File: config.mk
export PLATFORM = sky130hd
export DESIGN_NAME = mtx_fsk_tag_seq
export DESIGN_NICKNAME = d
export VERILOG_FILES = /design/src/rtl/mtx_fsk_tag_seq.sv
export SDC_FILE = /design/constraint.sdc
export NUM_CORES = 1
export LEC_CHECK = 0
export CORE_MARGIN = 1
export CORE_UTILIZATION = 54
export CTS_BUF_LIST = sky130_fd_sc_hd__clkbuf_8
export CTS_CLUSTER_DIAMETER = 200
export DETAILED_ROUTE_END_ITERATION = 12
export GPL_TIMING_DRIVEN = 0
export PLACE_DENSITY = 0.82
export RECOVER_POWER = 25
export SLEW_MARGIN = 40
export SYNTH_ARGS = -nofsm -noshare
export SYNTH_HDL_FRONTEND = slang
export SYNTH_SLANG_ARGS = --single-unit
File: constraint.sdc
create_clock -name clk -period 13.7 [get_ports clk]
set_input_delay 4.11 -clock clk [delete_from_list [all_inputs] [get_ports clk]]
set_output_delay 4.11 -clock clk [all_outputs]
set_load 0.02 [all_outputs]
File: src/rtl/mtx_fsk_tag_seq.sv
// mtx_fsk_tag_seq: FSK bit sequencer for the tag-chip transmit path.
// Latches a frame and its timing parameters, then sends the frame LSB-first
// as per-sample phase increments for the DDS. It also produces a hop clock
// for each bit and a hop reset before each frame.
module mtx_fsk_tag_seq #(
  parameter int PHASE_WIDTH   = 24,
  parameter int TX_BITS_WIDTH = 128,
  parameter int BIT_CNT_WIDTH = 7,
  parameter int NSIG_WIDTH    = 16,
  parameter int NREP_WIDTH    = 8
) (
  input  logic                     clk,
  input  logic                     reset,
  input  logic                     start,
  input  logic                     abort,
  input  logic [TX_BITS_WIDTH-1:0] tx_bits,
  input  logic [BIT_CNT_WIDTH:0]   ntx_bits,
  input  logic [NSIG_WIDTH-1:0]    nsig,
  input  logic [NREP_WIDTH-1:0]    nrep,
  input  logic [PHASE_WIDTH-1:0]   ph_inc0,
  input  logic [PHASE_WIDTH-1:0]   ph_inc1,
  output logic [PHASE_WIDTH-1:0]   ph_inc,
  output logic                     tx_valid,
  output logic                     hop_clk,
  output logic                     hop_rst,
  output logic                     busy,
  output logic                     done,
  output logic [BIT_CNT_WIDTH-1:0] bit_idx,
  output logic [NREP_WIDTH-1:0]    rep_cnt
);

  typedef enum logic [1:0] {
    ST_IDLE = 2'd0,
    ST_LOAD = 2'd1,
    ST_TX   = 2'd2
  } state_t;

  localparam logic [BIT_CNT_WIDTH:0]   MAX_BITS  = (BIT_CNT_WIDTH+1)'(TX_BITS_WIDTH);
  localparam logic [BIT_CNT_WIDTH:0]   BITS_ONE  = (BIT_CNT_WIDTH+1)'(1);
  localparam logic [BIT_CNT_WIDTH:0]   BITS_ZERO = (BIT_CNT_WIDTH+1)'(0);
  localparam logic [BIT_CNT_WIDTH-1:0] IDX_ZERO  = {BIT_CNT_WIDTH{1'b0}};
  localparam logic [BIT_CNT_WIDTH-1:0] IDX_ONE   = BIT_CNT_WIDTH'(1);
  localparam logic [NSIG_WIDTH-1:0]    NSIG_MIN  = NSIG_WIDTH'(2);
  localparam logic [NSIG_WIDTH-1:0]    NSIG_ZERO = {NSIG_WIDTH{1'b0}};
  localparam logic [NSIG_WIDTH-1:0]    NSIG_ONE  = NSIG_WIDTH'(1);
  localparam logic [NREP_WIDTH-1:0]    REP_ZERO  = {NREP_WIDTH{1'b0}};
  localparam logic [NREP_WIDTH-1:0]    REP_MAX   = {NREP_WIDTH{1'b1}};
  localparam logic [PHASE_WIDTH-1:0]   PH_ZERO   = {PHASE_WIDTH{1'b0}};

  // Frame length is limited to the payload register width.
  function automatic logic [BIT_CNT_WIDTH:0] clamp_bits(input logic [BIT_CNT_WIDTH:0] n);
    if (n > MAX_BITS) return MAX_BITS;
    else              return n;
  endfunction

  // A bit needs at least two samples so the hop clock has a high and a low half.
  function automatic logic [NSIG_WIDTH-1:0] clamp_nsig(input logic [NSIG_WIDTH-1:0] n);
    if (n < NSIG_MIN) return NSIG_MIN;
    else              return n;
  endfunction

  state_t                     state_q, state_d;
  logic [TX_BITS_WIDTH-1:0]   bits_q, bits_d;
  logic [BIT_CNT_WIDTH:0]     nbits_q, nbits_d;
  logic [NSIG_WIDTH-1:0]      nsig_q, nsig_d;
  logic [NREP_WIDTH-1:0]      nrep_q, nrep_d;
  logic [PHASE_WIDTH-1:0]     ph0_q, ph0_d, ph1_q, ph1_d;
  logic [NSIG_WIDTH-1:0]      samp_q, samp_d;
  logic [BIT_CNT_WIDTH-1:0]   bit_idx_q, bit_idx_d;
  logic [NREP_WIDTH-1:0]      rep_cnt_q, rep_cnt_d;
  logic [PHASE_WIDTH-1:0]     ph_inc_q, ph_inc_d;
  logic                       tx_valid_q, tx_valid_d;
  logic                       hop_clk_q, hop_clk_d;
  logic                       hop_rst_q, hop_rst_d;
  logic                       busy_q, busy_d;
  logic                       done_q, done_d;

  logic                       last_sample_s;
  logic                       last_bit_s;
  logic [NREP_WIDTH:0]        rep_next_s;
  logic                       more_frames_s;
  logic [NREP_WIDTH-1:0]      rep_sat_s;

  // The frame ends on an index compare, so bit_idx never has to wrap.
  assign last_sample_s = (samp_q == (nsig_q - NSIG_ONE));
  assign last_bit_s    = ({1'b0, bit_idx_q} == (nbits_q - BITS_ONE));
  assign rep_next_s    = {1'b0, rep_cnt_q} + (NREP_WIDTH+1)'(1);
  assign more_frames_s = (nrep_q == REP_ZERO) || (rep_next_s < {1'b0, nrep_q});
  assign rep_sat_s     = (rep_cnt_q == REP_MAX) ? rep_cnt_q : rep_next_s[NREP_WIDTH-1:0];

  // Next-state logic: latching, sample/bit counting and frame sequencing.
  always_comb begin
    state_d   = state_q;
    bits_d    = bits_q;
    nbits_d   = nbits_q;
    nsig_d    = nsig_q;
    nrep_d    = nrep_q;
    ph0_d     = ph0_q;
    ph1_d     = ph1_q;
    samp_d    = samp_q;
    bit_idx_d = bit_idx_q;
    rep_cnt_d = rep_cnt_q;
    done_d    = 1'b0;
    if (abort) begin
      state_d   = ST_IDLE;
      samp_d    = NSIG_ZERO;
      bit_idx_d = IDX_ZERO;
    end else begin
      case (state_q)
        ST_IDLE: begin
          if (start && (ntx_bits != BITS_ZERO)) begin
            bits_d    = tx_bits;
            nbits_d   = clamp_bits(ntx_bits);
            nsig_d    = clamp_nsig(nsig);
            nrep_d    = nrep;
            ph0_d     = ph_inc0;
            ph1_d     = ph_inc1;
            rep_cnt_d = REP_ZERO;
            state_d   = ST_LOAD;
          end else begin
            state_d   = ST_IDLE;
          end
        end
        ST_LOAD: begin
          samp_d    = NSIG_ZERO;
          bit_idx_d = IDX_ZERO;
          state_d   = ST_TX;
        end
        ST_TX: begin
          if (last_sample_s) begin
            samp_d = NSIG_ZERO;
            if (last_bit_s) begin
              bit_idx_d = IDX_ZERO;
              rep_cnt_d = rep_sat_s;
              if (more_frames_s) begin
                state_d = ST_LOAD;
              end else begin
                state_d = ST_IDLE;
                done_d  = 1'b1;
              end
            end else begin
              bit_idx_d = bit_idx_q + IDX_ONE;
            end
          end else begin
            samp_d = samp_q + NSIG_ONE;
          end
        end
        default: begin
          state_d   = ST_IDLE;
          samp_d    = NSIG_ZERO;
          bit_idx_d = IDX_ZERO;
        end
      endcase
    end
  end

  // Output decode from the state being entered, so outputs leave a flop.
  always_comb begin
    ph_inc_d   = PH_ZERO;
    tx_valid_d = 1'b0;
    hop_clk_d  = 1'b0;
    hop_rst_d  = 1'b0;
    busy_d     = 1'b0;
    case (state_d)
      ST_IDLE: begin
        busy_d = 1'b0;
      end
      ST_LOAD: begin
        hop_rst_d = 1'b1;
        busy_d    = 1'b1;
      end
      ST_TX: begin
        busy_d     = 1'b1;
        tx_valid_d = 1'b1;
        hop_clk_d  = (samp_d < (nsig_q >> 1));
        ph_inc_d   = bits_q[bit_idx_d] ? ph1_q : ph0_q;
      end
      default: begin
        busy_d = 1'b0;
      end
    endcase
  end

  // FSM state register.
  always_ff @(posedge clk or posedge reset) begin
    if (reset) state_q <= ST_IDLE;
    else       state_q <= state_d;
  end

  // Latched frame parameters and the sample/bit/frame counters.
  always_ff @(posedge clk or posedge reset) begin
    if (reset) begin
      bits_q    <= {TX_BITS_WIDTH{1'b0}};
      nbits_q   <= BITS_ZERO;
      nsig_q    <= NSIG_MIN;
      nrep_q    <= REP_ZERO;
      ph0_q     <= PH_ZERO;
      ph1_q     <= PH_ZERO;
      samp_q    <= NSIG_ZERO;
      bit_idx_q <= IDX_ZERO;
      rep_cnt_q <= REP_ZERO;
    end else begin
      bits_q    <= bits_d;
      nbits_q   <= nbits_d;
      nsig_q    <= nsig_d;
      nrep_q    <= nrep_d;
      ph0_q     <= ph0_d;
      ph1_q     <= ph1_d;
      samp_q    <= samp_d;
      bit_idx_q <= bit_idx_d;
      rep_cnt_q <= rep_cnt_d;
    end
  end

  // Registered outputs to the DDS and host.
  always_ff @(posedge clk or posedge reset) begin
    if (reset) begin
      ph_inc_q   <= PH_ZERO;
      tx_valid_q <= 1'b0;
      hop_clk_q  <= 1'b0;
      hop_rst_q  <= 1'b0;
      busy_q     <= 1'b0;
      done_q     <= 1'b0;
    end else begin
      ph_inc_q   <= ph_inc_d;
      tx_valid_q <= tx_valid_d;
      hop_clk_q  <= hop_clk_d;
      hop_rst_q  <= hop_rst_d;
      busy_q     <= busy_d;
      done_q     <= done_d;
    end
  end

  assign ph_inc   = ph_inc_q;
  assign tx_valid = tx_valid_q;
  assign hop_clk  = hop_clk_q;
  assign hop_rst  = hop_rst_q;
  assign busy     = busy_q;
  assign done     = done_q;
  assign bit_idx  = bit_idx_q;
  assign rep_cnt  = rep_cnt_q;

endmodule

---- Word-level counts from Yosys, hierarchy flattened ----
Index checks and enable logic that the tools add are counted.
word-level totals
  bits in registers ....................... 270
  latch bits .............................. 0
  bits in writable memories ............... 0
  ROM bits ................................ 0
  bits of input ports ..................... 212
  output and inout port bits .............. 44
  logic and storage cells ................. 80
  memories kept ........................... 0
cells by class
  $add $sub $neg .......................... 5
  $mul .................................... 0
  divide/modulo/power cells ............... 0
  order comparisons ....................... 5
  equal/unequal tests ..................... 11
  shift-type cells ........................ 0
  muxes and demuxes ....................... 33
  bitwise logic cells ..................... 1
  reductions and logical operators ........ 9
operators with widths
  operator                                                      count
  two-way mux 16 bit                                            3
  two-way mux 24 bit                                            2
  two-way mux 8 bit                                             5
  one-hot mux 16 bit (2 select lines)                           1
  two-way mux 7 bit                                             3
  adder 16 x 1 -> 16 bit (second input constant)                1
  == test 16 bit                                                1
  less-than comparator 16 x 15 -> 1 bit                         1
  less-than comparator 16 x 2 -> 1 bit (second input constant)  1
  one-hot mux 8 bit (2 select lines)                            1
  subtractor 16 x 1 -> 16 bit (second input constant)           1
  one-hot mux 7 bit (2 select lines)                            1
  two-way mux 1 bit                                             12
  adder 8 x 1 -> 9 bit (second input constant)                  1
  less-than comparator 9 x 8 -> 1 bit                           1
  == test 7 x 8 -> 1 bit                                        1
  == test 8 bit (second input constant)                         1
  > comparator 8 bit (second input constant)                    1
  logical NOT 8 bit                                             1
  less-than comparator 7 x 8 -> 1 bit (second input constant)   1
  != test 2 bit (second input constant)                         4
  nonzero test 8 bit                                            1
  subtractor 8 x 1 -> 8 bit (second input constant)             1
  adder 7 x 1 -> 7 bit (second input constant)                  1
  other kinds (13)                                              17

---- Longest topological paths before layout ----
  depth in word-level cells ............... 11
  depth in mapped cells ................... 21
  mapped depth without buffers ............ 18

---- Least setup slack after synthesis ----
No wires, ideal clock.
  path kind ............................... input -> register
  start ................................... input abort
  end ..................................... register ph_inc_q[10], in the netlist ph_inc[10]
  setup time .............................. 121 ps
  arrival time ............................ 6,600 ps
  data required time ...................... 13,579 ps
  setup slack ............................. 6,979 ps
  stages .................................. 13
  path buffers ............................ 3
  path through ............................ or2_2 > or3_1 > mux2i_4 > buf_6 > buf_8 > mux2i_1 > a221oi_1 > o21ai_1 > o211ai_1 > nand4_1 > a22o_2 > buf_6 > a22o_1
on the way
  word-level cells in the longest chain between the ends .. 5
  elaborated cells on any way between the ends .. 7
  classes of those cells .................. eq/ne (1); mux (6)
RTL lines
  what                                     line  RTL
  start, declared                          15    input logic abort,
  two-way mux 7 bit                        104   if (abort) begin
  binary-select mux 1 bit (select 7 bit)   176   ph_inc_d = bits_q[bit_idx_d] ? ph1_q : ph0_q;
  two-way mux 1 bit (implied by the code)  176
  two-way mux 24 bit                       176
  two-way mux 24 bit *                     164   case (state_d)
  net ph_inc_d[10]                         71    logic [PHASE_WIDTH-1:0] ph_inc_q, ph_inc_d;
  end signal, assigned                     225   ph_inc_q <= ph_inc_d;
  end, declared                            71
Mark *: on every way through the listed nets, which the timed path passes. The rest lies on a longest branch. The select of a mux whose other input is x is not followed.
A chain may end at the register's enable or synchronous reset.

==> results.md <==
* IO Port Bufs at 255
* F_max at 106 MHz
* Main synth FF type: dfrtp_1
* Layout cell share with drive strength beyond 1 at 0.0544
* Post-Syn Area at 13500 um^2
* Setup TNS Final at 0 ps
* Sequence of cells on the critical path: dlygate4sd3_1, clkinvlp_2, clkbuf_1
* Synth area leader: dfrtp_1
* CTS buffer count at 45
* Slew Limit Fails at 208
* Tmin final at 9400 ps
* Setup WS pre-CTS at 5860 ps
* Fillers at 1901
* Footprint of the multi-input gates at 6190 um^2
* P_sw at 0.636 mW
* Hold buffer count at CTS at 0
* Min-delay worst type: flop to flop
* P&R area growth vs syn at 28.9%
* Post-Syn Instances at 1521
* Slowest cell on crit path: clkbuf_1
* Reg2reg setup slack at 7840 ps
* Clock transition at path regs at 60 ps
* Hold endpoint: bits_q[12]$_DFFE_PP0P_
* Initial DRC count at 855
* Cell Pwr Density at 122 nW/um^2
* R2R Path End: ph_inc[16]$_DFF_PP0_
* Crit path launch: reset
* R2R depth at 19
* Post-route antenna net violation count at 0
* Hold path cells at 2
* Dpl hpwl at 28100 um
* Postcts setup bufs at 0
* Synthesis-stage register bit count at 270
* Combinational power share at 0.202
* Setup ws final at 4300 ps
* Crit Path Max Fanout at 80
* Top cells by count, synth: nand2_1 (593), dfrtp_1 (269), mux2i_1 (75)
* Drt via density at 5.51
* Root buffer cell: clkbuf_8
* Final Hold Viols at 0
* Slew Limit Headroom at -1.71
* DP Cell Count at 2103
* Die W at 160 um
* Crit-path max cell delay at 2930 ps
* FF-to-FF Start: nsig_q[0]$_DFFE_PP0P_
* Post-synthesis sequential area ratio at 0.502
* Total track usage at 0.299
* DR pass1 iterations at 5
* Post-synth ARST share at 1.00
* Syn_area_per_cell at 8.86 um^2
* Worst setup SP type: input pin
* Net Sw Frac at 0.301
* Failing checks: max-capacitance violations, max-slew violations
* Routability cong. at 0.906
* Syn_nets at 1761
* Post-synth EDFFs at 0
* Seq pwr share at 0.475
* # clock sinks at 270
* Pin count of the biggest net entering global routing at 81
* Initial Util at 0.552
* # H-tree levels at 2
* Yosys cell types at 72
* Post-CTS sizing at 0
* Fin cells at 2183
* Status: complete, but fails checks
* Yosys warns at 0
* Fin area at 17400 um^2
* Rows at 57
* Required @ worst endpoint at 13420 ps
* Die extent in y at 160 um
* Most frequent cell after synthesis: nand2_1
* Gr ovfl total at 0
* Clock Power Share at 0.323
* # IOs at 256
* Total chip power at 2.11 mW
* RSZ-0062 raised after global routing: false
* Worst Tran Pin Value at 4060 ps
* First-pass GRT wire length at 60700 um
* Area after DPL at 16500 um^2
* WS Path Type: input pin to asynchronous set/reset pin
* Clk_lat worst skew at 560 ps
* Crit end category: asynchronous set/reset pin
* Worst Hold Launch: bits_q[12]$_DFFE_PP0P_
* Vias in the first global route at 12300
* Lkg Pwr at 8.19 nW
* Final Setup Violations at 0
* Die Area at 25600 um^2
* Design internal power at 1.48 mW
* Final worst path period share at 0.686
* Wire length per cell at 17.4 um
* Synth top area cells: dfrtp_1 (50%), nand2_1 (17%), mux2i_1 (5.6%), ha_1 (2.6%), o21ai_0 (2.2%)
* Net count, final at 2066
* Max-cap violations at 3
* Via count at 12000
* Core area at 24400 um^2
* Initial antenna violation count at 2
* Register area at 6760 um^2
* DRC at 0
* Maximum VDD drop at 0.0664 mV
* Final Skew at 18.8 ps
* Largest buffer count on any clock path at 3
* DRT Wirelength at 37900 um
* Critical path arrival at 9110 ps
* CTS tree: yes
* Yosys top cell area share at 0.500
## layer usage
metal	wire length, um	GRT usage	vias to the layer above
li1	-	-	5713
met1	15500	0.379	5717
met2	18000	0.488	468
met3	2440	0.0483	125
met4	1990	0.169	0
met5	0	0	-
## cells in the final DEF, fill, tap and decap left out, types with 4 or more instances in the layout
cell             instances
and2_1                   7
nor2_1                  38
o21ai_0                 59
ha_1                    28
nand2b_1                10
or3_1                    8
clkbuf_1                69
buf_6                    8
nand3_1                 33
nor4b_1                  5
a21oi_1                 31
nand4_1                 13
a22o_1                  24
a22oi_1                  8
nor2b_1                 16
nor3_1                  14
mux2i_1                 75
clkdlybuf4s50_1        253
nand2_1                593
inv_1                   56
xnor2_1                 16
nor4_1                  14
mux2_2                   6
a211oi_1                 7
and3_1                  10
a31oi_1                  5
dfrtp_1                269
xor2_1                  16
nand3b_1                17
or4_1                    7
buf_4                    4
clkbuf_8                55
o211ai_1                 8
a21o_1                   4
## metrics by stage
step | util | hold slack [ps]
2_1_floorplan | - | 438
3_3_place_gp | 0.674 | 454
3_5_place_dp | 0.678 | 462
4_1_cts | 0.713 | 476
5_1_grt | 0.712 | 492
6_report | 0.712 | 474
## final cells by class
cell class,instances,area share
antenna,2,0.000288
buffer,84,0.0234
clock buffer,55,0.0436
clock inverter,23,0.00605
inverter,39,0.00851
multi-input combinational,1128,0.356
sequential,270,0.389
tap,324,0.0234
timing repair buffer,258,0.149
## cell families after synthesis
| family | count (synthesis) | share of synthesized area |
|---|---|---|
| buffers and inverters | 123 | 0.0410 |
| xor gates and xnor gates | 32 | 0.0208 |
| AOI/OAI and AO/OA | 185 | 0.0915 |
| and+or+nand+nor | 801 | 0.257 |
| adders and majority gates | 28 | 0.0260 |
| muxes | 82 | 0.0624 |
| DFF | 270 | 0.502 |
## worst max-delay path, delay by kind of cell
kind	cells	cell delay, ps
buffers and inverters	3	4920
## state kept, by name (all words and copies together), names as in the netlist, 2 cells and up
| signal | flops |
|---|---|
| nsig_q | 16 |
| samp_q | 16 |
| ph_inc | 24 |
| nbits_q | 8 |
| ph0_q | 24 |
| ph1_q | 24 |
| state_q | 2 |
| rep_cnt | 8 |
| bit_idx | 7 |
| bits_q | 128 |
| nrep_q | 8 |
## power by group through the flow
| stage | combinational [mW] | clock [mW] | sequential (mW) |
|---|---|---|---|
| floorplan | 0.260 | 0 | 1.00 |
| global placement | 0.407 | 0 | 1.01 |
| detailed placement | 0.425 | 0 | 1.01 |
| CTS | 0.428 | 0.688 | 1.00 |
| global route | 0.479 | 0.725 | 1.02 |
| finish | 0.427 | 0.682 | 1.00 |
## worst max path at each step
stage / to / slack (ps) / cells after the start
floorplan: bit_idx[0]$_DFF_PP0_ / 2150 / 1
global placement: ph_inc[12]$_DFF_PP0_ / -870 / 2
detailed placement: ph_inc[16]$_DFF_PP0_ / 5860 / 14
CTS: ph_inc[10]$_DFF_PP0_ / 6420 / 14
global route: bits_q[92]$_DFFE_PP0P_ / 3170 / 3
finish: bits_q[66]$_DFFE_PP0P_ / 4300 / 3
Note: power is estimated with default switching activity, not from simulation.
